File: src/rtl/mem_port_arbiter.sv
// Purpose: shares one memory port between fetch (IF) and load/store (DM), one transaction at a time, round-robin on ties.
// Latency: grant to rvalid is 2 + MEM_LATENCY cycles for reads; writes occupy the port for 2 cycles.
// Backpressure: gnt is only given in IDLE; requesters hold req/addr/we/wdata until granted.
module mem_port_arbiter #(
    parameter int AWIDTH      = 32,
    parameter int DWIDTH      = 32,
    parameter int MEM_LATENCY = 0
) (
    input  logic              clk,
    input  logic              rst,
    input  logic              if_req_i,
    input  logic [AWIDTH-1:0] if_addr_i,
    output logic              if_gnt_o,
    output logic              if_rvalid_o,
    output logic [DWIDTH-1:0] if_rdata_o,
    input  logic              dm_req_i,
    input  logic              dm_we_i,
    input  logic [AWIDTH-1:0] dm_addr_i,
    input  logic [DWIDTH-1:0] dm_wdata_i,
    output logic              dm_gnt_o,
    output logic              dm_rvalid_o,
    output logic [DWIDTH-1:0] dm_rdata_o,
    output logic [AWIDTH-1:0] mem_addr_o,
    output logic [DWIDTH-1:0] mem_data_o,
    output logic              mem_read_en_o,
    output logic              mem_write_en_o,
    input  logic [DWIDTH-1:0] mem_data_i
);

    typedef enum logic [1:0] {
        IDLE  = 2'd0,
        ISSUE = 2'd1,
        WAIT  = 2'd2
    } state_t;

    localparam logic [2:0] LAT    = 3'(MEM_LATENCY);
    localparam logic       OWN_IF = 1'b0;
    localparam logic       OWN_DM = 1'b1;

    state_t            state;
    state_t            state_nxt;
    logic              last_gnt;
    logic              owner;
    logic              we_q;
    logic [DWIDTH-1:0] wdata_q;
    logic [2:0]        cnt;
    logic              grant_if;
    logic              grant_dm;
    logic              any_gnt;
    logic              sample;

    // Arbitration: only in IDLE and never under reset; ties go to the side opposite last_gnt.
    always_comb begin
        grant_if = 1'b0;
        grant_dm = 1'b0;
        if (state == IDLE && !rst) begin
            if (if_req_i && dm_req_i) begin
                grant_if = (last_gnt == OWN_DM);
                grant_dm = (last_gnt == OWN_IF);
            end else begin
                grant_if = if_req_i;
                grant_dm = dm_req_i;
            end
        end
    end

    assign if_gnt_o = grant_if;
    assign dm_gnt_o = grant_dm;
    assign any_gnt  = grant_if | grant_dm;

    // Read data is captured at the end of ISSUE (zero latency) or at the last WAIT cycle.
    assign sample = ((state == ISSUE) && !we_q && (LAT == 3'd0)) ||
                    ((state == WAIT) && (cnt == 3'd1));

    // State register.
    always_ff @(posedge clk) begin
        if (rst) begin
            state <= IDLE;
        end else begin
            state <= state_nxt;
        end
    end

    // Next-state logic: a grant starts ISSUE, reads with latency detour through WAIT.
    always_comb begin
        state_nxt = state;
        case (state)
            IDLE:    if (any_gnt) state_nxt = ISSUE;
            ISSUE:   state_nxt = (we_q || (LAT == 3'd0)) ? IDLE : WAIT;
            WAIT:    if (cnt == 3'd1) state_nxt = IDLE;
            default: state_nxt = IDLE;
        endcase
    end

    // Memory-side outputs: enables and write data are only live during ISSUE.
    always_comb begin
        mem_read_en_o  = 1'b0;
        mem_write_en_o = 1'b0;
        mem_data_o     = '0;
        if (state == ISSUE) begin
            mem_read_en_o  = ~we_q;
            mem_write_en_o = we_q;
            mem_data_o     = we_q ? wdata_q : '0;
        end
    end

    // Transaction capture, latency counter and registered read response.
    always_ff @(posedge clk) begin
        if (rst) begin
            last_gnt    <= OWN_DM;
            owner       <= OWN_IF;
            we_q        <= 1'b0;
            wdata_q     <= '0;
            mem_addr_o  <= '0;
            cnt         <= '0;
            if_rvalid_o <= 1'b0;
            dm_rvalid_o <= 1'b0;
            if_rdata_o  <= '0;
            dm_rdata_o  <= '0;
        end else begin
            if_rvalid_o <= 1'b0;
            dm_rvalid_o <= 1'b0;

            if (any_gnt) begin
                mem_addr_o <= grant_if ? if_addr_i : dm_addr_i;
                we_q       <= grant_dm & dm_we_i;
                wdata_q    <= (grant_dm && dm_we_i) ? dm_wdata_i : '0;
                owner      <= grant_dm ? OWN_DM : OWN_IF;
                last_gnt   <= grant_dm ? OWN_DM : OWN_IF;
            end

            if (state == ISSUE && !we_q && LAT != 3'd0) begin
                cnt <= LAT;
            end else if (state == WAIT) begin
                cnt <= cnt - 3'd1;
            end

            if (sample) begin
                if (owner == OWN_IF) begin
                    if_rvalid_o <= 1'b1;
                    if_rdata_o  <= mem_data_i;
                end else begin
                    dm_rvalid_o <= 1'b1;
                    dm_rdata_o  <= mem_data_i;
                end
            end
        end
    end

endmodule
File: config.mk
export PLATFORM = sky130hd
export DESIGN_NAME = mem_port_arbiter
export DESIGN_NICKNAME = d
export VERILOG_FILES = /design/src/rtl/mem_port_arbiter.sv
export SDC_FILE = /design/constraint.sdc
export NUM_CORES = 1
export LEC_CHECK = 0
export CORE_ASPECT_RATIO = 0.7
export CORE_MARGIN = 2
export CORE_UTILIZATION = 43
export CTS_CLUSTER_SIZE = 24
export DETAILED_ROUTE_END_ITERATION = 12
export PLACE_DENSITY = 0.93
export SLEW_MARGIN = 20
export SYNTH_ARGS = -nofsm -noshare
export SYNTH_HDL_FRONTEND = slang
export SYNTH_SLANG_ARGS = --single-unit
File: constraint.sdc
create_clock -name clk -period 3.2 [get_ports clk]
set_input_delay 0.32 -clock clk [delete_from_list [all_inputs] [get_ports clk]]
set_output_delay 0.32 -clock clk [all_outputs]
set_load 0.005 [all_outputs]
==> results.toml, run 1 <==
[status]
status = "complete, no violations"

[critical_path]
r2r-end = "wdata_q[10]$_SDFFE_PP0P_"
critPathArrivalTime_ns = 2.31
crit_end = "if_gnt_o"
worst_path_max_delay_cell = "clkdlybuf4s50_1"
cp-end-kind = "primary output"
reg2reg_setup_slack_ns = 1.17
worstSetupPathType = "reg2out"
worstPathMaxFanout = 20
reg2reg_from = "state[0]$_SDFFE_PP0P_"
crit_chain = "or2_2 > nor3_1 > clkdlybuf4s50_1"
crit_path_start_kind = "register"
critPathRequiredTime_ns = 2.88
crit_path_start = "state[0]$_SDFFE_PP0P_"
r2r_cells = 3
cpPeakStageDelay_ns = 0.62

[hold_path]
hp-class = "in2reg"
worstHoldStart = "rst"

[timing]
fin_ws_ns = 0.5701
worst_slew_pin_slew_ns = 0.8546
relSlewSlack = 0.4290
finalCriticalPeriod_ns = 2.630
whs_ns = 0.4113
rsz0062_at_grt = "false"
hold_viol = 0
fmax_mhz = 380.2
finClkSkew_ns = 0.01445
setup_tns_ns = 0
setup_violations = 0
slew_violations = 0
finalCritPeriodShare = 0.8219

[synth]
synth_compound_area_frac = 0.2365
synth_cells = 611
synth_top_family_by_area = "compound AO/OA/AOI/OAI gates"
synth-warning-count = 0
synthSimpleGateAreaFrac = 0.1875
netlist-cell-type-count = 32
synth_seq_area_share = 0.5096
syn_nets = 744
synthMuxAreaShare = 0
synth_adder_area_share = 0
yosys_register_bits = 134
synth_xor_area_frac = 0
synth_top_area_share = 0.5096
synthTopCellsByArea = "dfxtp_1, nand2_1, a21oi_1"
synthesis.area_um2 = 5264
synth_top_area_cell = "dfxtp_1"
syn_avg_cell_area_um2 = 8.615

[cts]
ctsResizeCount = 0
postCtsSetupRepairBufs = 0
hold_buffers = 0
cts_root_buf = "clkbuf_16"
cts_buffers = 17
h-tree-depth = 4
cts_tree = "built"
cts.reportedPaths.clkPinSlew_ns = 0.06
worstSkewPairLatency_ns = 0.41
clock-sinks = 134
ctsLongestPathBuffers = 2

[die]
die_area_um2 = 13160
start_util = 0.4458
die_w_um = 136.2
core_um2 = 11810
ios = 267
fp-row-count = 33
dieHeight_um = 96.57

[cells_and_area]
fin_nets = 982
areaGrowthSynthToFinish_pct = 60.97
drive_above_1_share = 0.06381
fillers = 890
multi_input_area_um2 = 2232
final_area_um2 = 8473
antenna_cells_inserted = 0
register_area_um2 = 2683

[global_route]
grt.total_usage = 0.2639
grt_max_degree = 55
antenna_found_initial = 0
grt.overflow.total = 0
grt_pass1_vias = 5209
grt_pass1_wl_um = 27050

[drt]
ant_nets = 0
via_per_inst = 5.425
routed-via-count = 5528
drt-initial-drc-count = 358
drcViolationCount = 0
wl_per_cell_um = 17.51
drtPass1Iterations = 4
drt_wl_total_um = 17840

[place]
numPortBuffers = 266
dp_hpwl_um = 12090
post-place-ws_ns = 0.7206
placed_cell_area_um2 = 7903
gp_congestion = 0.7848

[pwr]
peakVddDrop_mv = 0.3386
leakage_nw = 3.141
power.density_nw_per_um2 = 505.3

[job]
drv_cap = 0
per-layer routing:
metal	up-vias	global-route usage	wire length, µm
met3	17	0.1080	1769
met1	2627	0.3128	7280
met2	236	0.4502	8585
met5	-	0	0
li1	2648	-	-
met4	0	0.06337	204
stage by stage:
| step | instances | util | total power, mW |
|---|---|---|---|
| floorplan | 611 | - | 2.073 |
| global placement | 987 | 0.6692 | 2.422 |
| detailed placement | 987 | 0.6692 | 2.433 |
| CTS | 1019 | 0.7175 | 4.316 |
| global route | 1019 | 0.7175 | 4.456 |
| finish | 1019 | 0.7175 | 4.281 |
Yosys cell counts:
master and count:
dfxtp_1 134, nand2_1 130, a21oi_1 97, nand3_1 33, o21ai_0 33, a22o_1 32, a311oi_1 32, and3_1 32
clkbuf_1 29, buf_2 19, buf_6 8, nor2_1 5, buf_4 4, inv_1 3, clkbuf_2 2, nand2b_1 2
a21oi_4 1, a221o_1 1, and2_1 1, and2b_2 1, and3b_1 1, and4_1 1, buf_1 1, nand3b_1 1
nor2_2 1, nor2_4 1, nor3_1 1, nor3b_4 1, o21bai_1 1, or2_1 1, or2_2 1, or3b_1 1
worst max-delay path, delay by kind of cell, from the launching register on:
kind / cells / cell delay [ns]
simple gates: 2 / 0.79
flops: 1 / 0.51
buf+inv: 1 / 0.62
where the power goes:
group | total [mW] | internal (mW) | switching (mW)
sequential | 1.80 | 1.75 | 0.0482
clock | 1.88 | 1.09 | 0.791
combinational | 0.605 | 0.342 | 0.263
flip-flops by register name, indices dropped and copies added, names as in the netlist:
signal / cells
dm_rvalid_o: 1
if_rdata_o: 32
owner: 1
mem_addr_o: 32
wdata_q: 32
state: 1
if_rvalid_o: 1
dm_rdata_o: 32
last_gnt: 1
we_q: 1
layout by cell type (no fill, tap or decap):
master | synthesis | layout
clkinvlp_4 | 0 | 2
clkdlybuf4s50_1 | 0 | 265
a21oi_4 | 1 | 1
or2_1 | 1 | 1
and2_1 | 1 | 1
nand3b_1 | 1 | 1
clkinv_4 | 0 | 4
dfxtp_1 | 134 | 134
clkinv_2 | 0 | 2
nor3b_4 | 1 | 1
nor2_2 | 1 | 1
inv_6 | 0 | 5
nand2b_1 | 2 | 2
nor2_4 | 1 | 1
nor3_1 | 1 | 1
or3b_1 | 1 | 1
a221o_1 | 1 | 1
clkbuf_16 | 0 | 17
and3b_1 | 1 | 1
and3_1 | 32 | 32
a311oi_1 | 32 | 32
o21bai_1 | 1 | 1
or2_2 | 1 | 1
buf_4 | 4 | 17
and4_1 | 1 | 1
inv_8 | 0 | 1
a22o_1 | 32 | 32
a21oi_1 | 97 | 97
o21ai_0 | 33 | 33
bufinv_16 | 0 | 1
and2b_2 | 1 | 1
nor2_1 | 5 | 5
nand2_1 | 130 | 130
nand3_1 | 33 | 33
inv_1 | 3 | 3
logic make-up (layout without fill, tap and decap cells):
| logic type | after synthesis | in the layout |
|---|---|---|
| AOI/OAI and AO/OA | 197 | 197 |
| and+or+nand+nor | 214 | 214 |
| DFF | 134 | 134 |
| buffers and inverters | 66 | 317 |
worst min-delay path by stage:
stage                                  endpoint  depth (start not counted)  slack, ns
detailed placement  if_rdata_o[19]$_SDFFE_PP0P_                          2       0.45
floorplan              wdata_q[31]$_SDFFE_PP0P_                          1       0.44
global placement    if_rdata_o[21]$_SDFFE_PP0P_                          2       0.44
global route        if_rdata_o[26]$_SDFFE_PP0P_                          2       0.42
finish              if_rdata_o[26]$_SDFFE_PP0P_                          2       0.41
CTS                 if_rdata_o[19]$_SDFFE_PP0P_                          2       0.39
final cells by class:
type | instances | share of cell area
Multi-Input combinational cell | 411 | 0.2634
Clock buffer | 17 | 0.05021
Tap cell | 157 | 0.02318
Sequential cell | 134 | 0.3166
Timing Repair Buffer | 282 | 0.3281
Inverter | 3 | 0.001329
Clock inverter | 15 | 0.01713
No activity file was read; power rests on OpenSTA's default activity.
==> run 2: changes to the inputs <==
Settings changed: CORE_UTILIZATION 43 to 36, PLACE_DENSITY 0.93 to 0.83.
Clock period 3.2 ns to 2.4 ns, I/O delays scaled along.
==> run 2 against run 1 <==
Utilization decreased by 11 points. Sequential power increased by 33%. Setup slack got worse by 0.44 ns. Non-clock buffer count increased by 5. Power increased by 34%. Clock power increased by 35%. Worst hold slack got worse by 0.13 ns. Critical path type unchanged.
==> results.toml, run 2 (synthesis gave the netlist of run 1 again) <==
[timing]
relSlewSlack = 0.6494
fmax_mhz = 440.3
finClkSkew_ns = 0.009771
slew_violations = 0
finalCritPeriodShare = 0.9464
setup_violations = 0
finalCriticalPeriod_ns = 2.271
setup_tns_ns = 0
worst_slew_pin_slew_ns = 0.5259
hold_viol = 0
rsz0062_at_grt = "false"

[drt]
drt_wl_total_um = 17300
drtPass1Iterations = 4
dr_wl_met3_um = 1677
highest_layer = "met4"
via_per_inst = 5.133
routed-via-count = 5426
wl_met1_um = 7613
wl_per_cell_um = 16.36
wl_met2_um = 7828
drcViolationCount = 0
drt-initial-drc-count = 281
ant_nets = 0

[cells_and_area]
areaGrowthSynthToFinish_pct = 62.56
fin_nets = 987
drive_above_1_share = 0.06805
register_area_um2 = 2683
multi_input_area_um2 = 2232
fillers = 1219
final_common_cell = "clkdlybuf4s50_1"
antenna_cells_inserted = 0
final_area_um2 = 8557
utilization = 0.6069
final_cell_mix = "clkdlybuf4s50_1, dfxtp_1, nand2_1"

[job]
drv_cap = 0

[hold_path]
hp-class = "in2reg"

[global_route]
grt_max_degree = 51
grt_pass1_wl_um = 27100
grt.overflow.total = 0
antenna_found_initial = 0
grt_pass1_vias = 5220
grt.total_usage = 0.2162

[pwr]
leakage_nw = 3.159
peakVddDrop_mv = 0.3447
report.power.total_mw = 5.741
power.density_nw_per_um2 = 670.9

[critical_path]
crit_chain = "buf_4 > inv_1 > nor2_1 > clkdlybuf4s50_1"
critPathRequiredTime_ns = 2.16
cpPeakStageDelay_ns = 0.55
worstPathMaxFanout = 38
worstSetupPathType = "reg2out"
cp-end-kind = "primary output"
cp_num_buf_inv = 3
worst_path_max_delay_cell = "clkdlybuf4s50_1"
path_delay_family = "buffers and inverters"
crit_path_start_kind = "register"
critPathArrivalTime_ns = 2.03

[place]
numPortBuffers = 266
dp_hpwl_um = 12040
gp_congestion = 0.8424
placed_cell_area_um2 = 7981

[cts]
cts.reportedPaths.clkPinSlew_ns = 0.06
cts_root_buf = "clkbuf_16"
cts_buffers = 17
hold_buffers = 0
h-tree-depth = 4
cts_tree = "built"
worstSkewPairLatency_ns = 0.41
ctsLongestPathBuffers = 2
ctsResizeCount = 0
postCtsSetupRepairBufs = 0
clock-sinks = 134

[die]
fp-row-count = 36
core_um2 = 14100
die_w_um = 148.5
start_util = 0.3734
dieHeight_um = 105.2
die_area_um2 = 15620
ios = 267

[status]
status = "complete, no violations"
==> run 2: cell count changes in the layout (fill, tap and decap cells not counted), sizes merged <==
cell | before | now
inv | 9 | 11
clkbuf | 17 | 19
clkinvlp | 2 | 4
clkinv | 6 | 0
buf | 17 | 22
==> run 2: worst paths after layout <==
| kind | start | endpoint | slack (ns) | cells past startpoint |
|---|---|---|---|---|
| min | rst | mem_addr_o[10]$_SDFFE_PP0P_ | 0.28 | 4 |
| min reg2reg | dm_rdata_o[7]$_SDFFE_PP0P_ | dm_rdata_o[7]$_SDFFE_PP0P_ | 0.45 | 2 |
| max reg2reg | state[0]$_SDFFE_PP0P_ | if_rdata_o[23]$_SDFFE_PP0P_ | 0.66 | 5 |
| max | state[0]$_SDFFE_PP0P_ | mem_read_en_o | 0.13 | 4 |
==> run 2: area by class of cell <==
| type | instances | area share |
|---|---|---|
| Clock inverter | 13 | 0.01550 |
| Tap cell | 190 | 0.02778 |
| Sequential cell | 134 | 0.3135 |
| Clock buffer | 19 | 0.05176 |
| Multi-Input combinational cell | 411 | 0.2609 |
| Timing Repair Buffer | 287 | 0.3293 |
| Inverter | 3 | 0.001316 |
==> run 2: worst reg2reg max path, stage by stage, from the launching register on <==
cell,delay (ns)
dfxtp_1,0.41
buf_4,0.35
or3b_1,0.38
buf_4,0.26
nand2_1,0.14
a21oi_1,0.07
==> run 2: metal layers <==
layer	global-route usage	vias to the layer above
met3	0.08166	15
li1	-	2652
met4	0.06122	0
met1	0.2744	2549
met2	0.3433	210
met5	0	-
==> run 2: per-stage QoR <==
step                std cells  hold slack, ns  worst slack (ns)
global route             1057          0.2852           0.01019
detailed placement       1025          0.4459            0.3112
global placement         1025          0.4411            0.3318
finish                   1057          0.2802            0.1287
CTS                      1057          0.2514            0.1406
floorplan                 611          0.3655             1.122
==> run 2: power breakdown <==
part	total [mW]	leakage [nW]	internal, mW	switching, mW
combinational	0.817	1.80	0.462	0.355
sequential	2.39	1.09	2.33	0.0595
clock	2.53	0.270	1.48	1.05
total	5.74	3.16	4.28	1.46
==> run 3: changes to the inputs <==
Settings changed: CORE_UTILIZATION 36 to 40, CTS_CLUSTER_SIZE 24 to 10, PLACE_DENSITY 0.83 to 0.87.
Clock period 2.4 ns to 2.36 ns, I/O delays scaled along.
==> run 3 against run 2 <==
Clock skew shrank 0.0013 ns. Final cell count shrank 2.4%. Design area is essentially flat. Global-route usage grew 1.8 points. Sequential power grew 2%. Sequential share of layout area is essentially flat. Utilization grew 5.1 points. Non-clock buffer count shrank 1. First-iteration DRC count shrank 11%. Combinational power grew 1%. Register-to-register slack lost 0.15 ns. Clock-buffer cell count shrank 2. Critical endpoint is now mem_data_o[7].
==> results.toml, run 3 (synthesis gave the netlist of run 1 again) <==
[cells_and_area]
fin_nets = 986
areaGrowthSynthToFinish_pct = 62.49
final_cell_mix = "clkdlybuf4s50_1, dfxtp_1, nand2_1"
drive_above_1_share = 0.06813
instances_no_fill = 1032
final_area_um2 = 8553
antenna_cells_inserted = 0
final_common_cell = "clkdlybuf4s50_1"
fillers = 1043

[timing]
finalCriticalPeriod_ns = 2.189
slew_violations = 0
setup_tns_ns = 0
setup_violations = 0
worst_slew_pin_slew_ns = 0.8883
finalCritPeriodShare = 0.9276
hold_viol = 0
fin_ws_ns = 0.1708
relSlewSlack = 0.4065
finClkSkew_ns = 0.008500
rsz0062_at_grt = "false"
fmax_mhz = 456.8

[cts]
cts_tree = "built"
clock-sinks = 134
cts_root_buf = "clkbuf_16"
cts_buffers = 17
ctsLongestPathBuffers = 2
h-tree-depth = 4
postCtsSetupRepairBufs = 0
hold_buffers = 0
worstSkewPairLatency_ns = 0.41
cts.reportedPaths.clkPinSlew_ns = 0.06

[pwr]
leakage_nw = 3.181
seq_power_share = 0.407
p_sw_mw = 1.522
switching_share = 0.2549
p_clk_frac = 0.454
peakVddDrop_mv = 0.4821
intPower_mw = 4.449
combinationalPowerShare = 0.139
power.density_nw_per_um2 = 698.1

[critical_path]
crit_path_start = "state[0]$_SDFFE_PP0P_"
cp_num_buf_inv = 3
worstPathMaxFanout = 23
critPathArrivalTime_ns = 1.95
crit_end = "mem_data_o[7]"
cp-end-kind = "primary output"
critPathRequiredTime_ns = 2.12
crit_cells = 4
reg2reg_from = "state[0]$_SDFFE_PP0P_"
r2r_cells = 6
reg2reg_setup_slack_ns = 0.51
worst_path_max_delay_cell = "clkdlybuf4s50_1"
worstSetupPathType = "reg2out"
crit_chain = "buf_4 > buf_6 > and3_1 > clkdlybuf4s50_1"
crit_path_start_kind = "register"
cpPeakStageDelay_ns = 0.50
path_delay_family = "buffers and inverters"
r2r-end = "wdata_q[19]$_SDFFE_PP0P_"

[drt]
via_per_inst = 5.251
ant_nets = 0
routed-via-count = 5419
drt_wl_total_um = 17100
wl_per_cell_um = 16.57
drcViolationCount = 0
drtPass1Iterations = 4
drt-initial-drc-count = 249

[status]
status = "complete, no violations"

[die]
dieHeight_um = 99.98
core_um2 = 13010
start_util = 0.4047
fp-row-count = 35
ios = 267
die_w_um = 141.1
die_area_um2 = 14110

[hold_path]
hp-class = "in2reg"

[place]
gp_congestion = 0.7941
placed_cell_area_um2 = 7944
numPortBuffers = 266
post-place-ws_ns = 0.2256
dp_hpwl_um = 11740
dp_cells = 1000

[global_route]
grt_max_degree = 56
grt.overflow.total = 0
grt_pass1_wl_um = 26520
grt.total_usage = 0.2344
grt_pass1_vias = 5056
antenna_found_initial = 0

[job]
drv_cap = 0
run 3: final cells by class:
class / count / area (µm²) / area share
clock buffer: 17 / 425.4 / 0.04974
inverter: 3 / 11.26 / 0.001317
timing repair buffer: 286 / 2814 / 0.3290
clock inverter: 15 / 180.2 / 0.02106
sequential: 134 / 2683 / 0.3136
tap: 166 / 207.7 / 0.02428
multi-input combinational: 411 / 2232 / 0.2610
run 3: through the flow:
stage	power, mW	hold slack [ns]	utilization
floorplan	2.811	0.3615	-
global placement	3.290	0.4411	0.6108
detailed placement	3.303	0.4453	0.6108
CTS	6.029	0.08814	0.6573
global route	6.218	0.09749	0.6576
finish	5.971	0.1079	0.6576
run 3: worst min path at each step:
stage	start	endpoint	slack, ns	depth (start not counted)
after global routing	rst	last_gnt$_SDFFE_PP1P_	0.1	2
after CTS	rst	last_gnt$_SDFFE_PP1P_	0.09	2
after global placement	if_rdata_o[27]$_SDFFE_PP0P_	if_rdata_o[27]$_SDFFE_PP0P_	0.44	2
final	rst	last_gnt$_SDFFE_PP1P_	0.11	2
after floorplan	dm_wdata_i[10]	wdata_q[10]$_SDFFE_PP0P_	0.36	1
after detailed placement	if_rdata_o[19]$_SDFFE_PP0P_	if_rdata_o[19]$_SDFFE_PP0P_	0.45	2
run 3: what timing repair did:
item | in CTS | in global routing
endpoints found under the hold margin | 0 | 0
setup endpoints to repair | 0 | 5
resized for setup | 0 | 1
run 3: power groups by stage:
stage / Clock (mW) / Sequential [mW] / Combinational (mW)
after detailed placement: 0 / 2.48 / 0.825
final: 2.71 / 2.43 / 0.828
after CTS: 2.77 / 2.43 / 0.829
after floorplan: 0 / 2.48 / 0.331
after global placement: 0 / 2.48 / 0.815
after global routing: 2.88 / 2.44 / 0.897
run 3: metal layers:
layer | routed length, µm | track usage | vias to the layer above
met4 | 102 | 0.05615 | 0
met5 | 0 | 0 | -
met1 | 7388 | 0.3042 | 2557
met2 | 8105 | 0.3783 | 205
met3 | 1501 | 0.08111 | 11
li1 | - | - | 2646
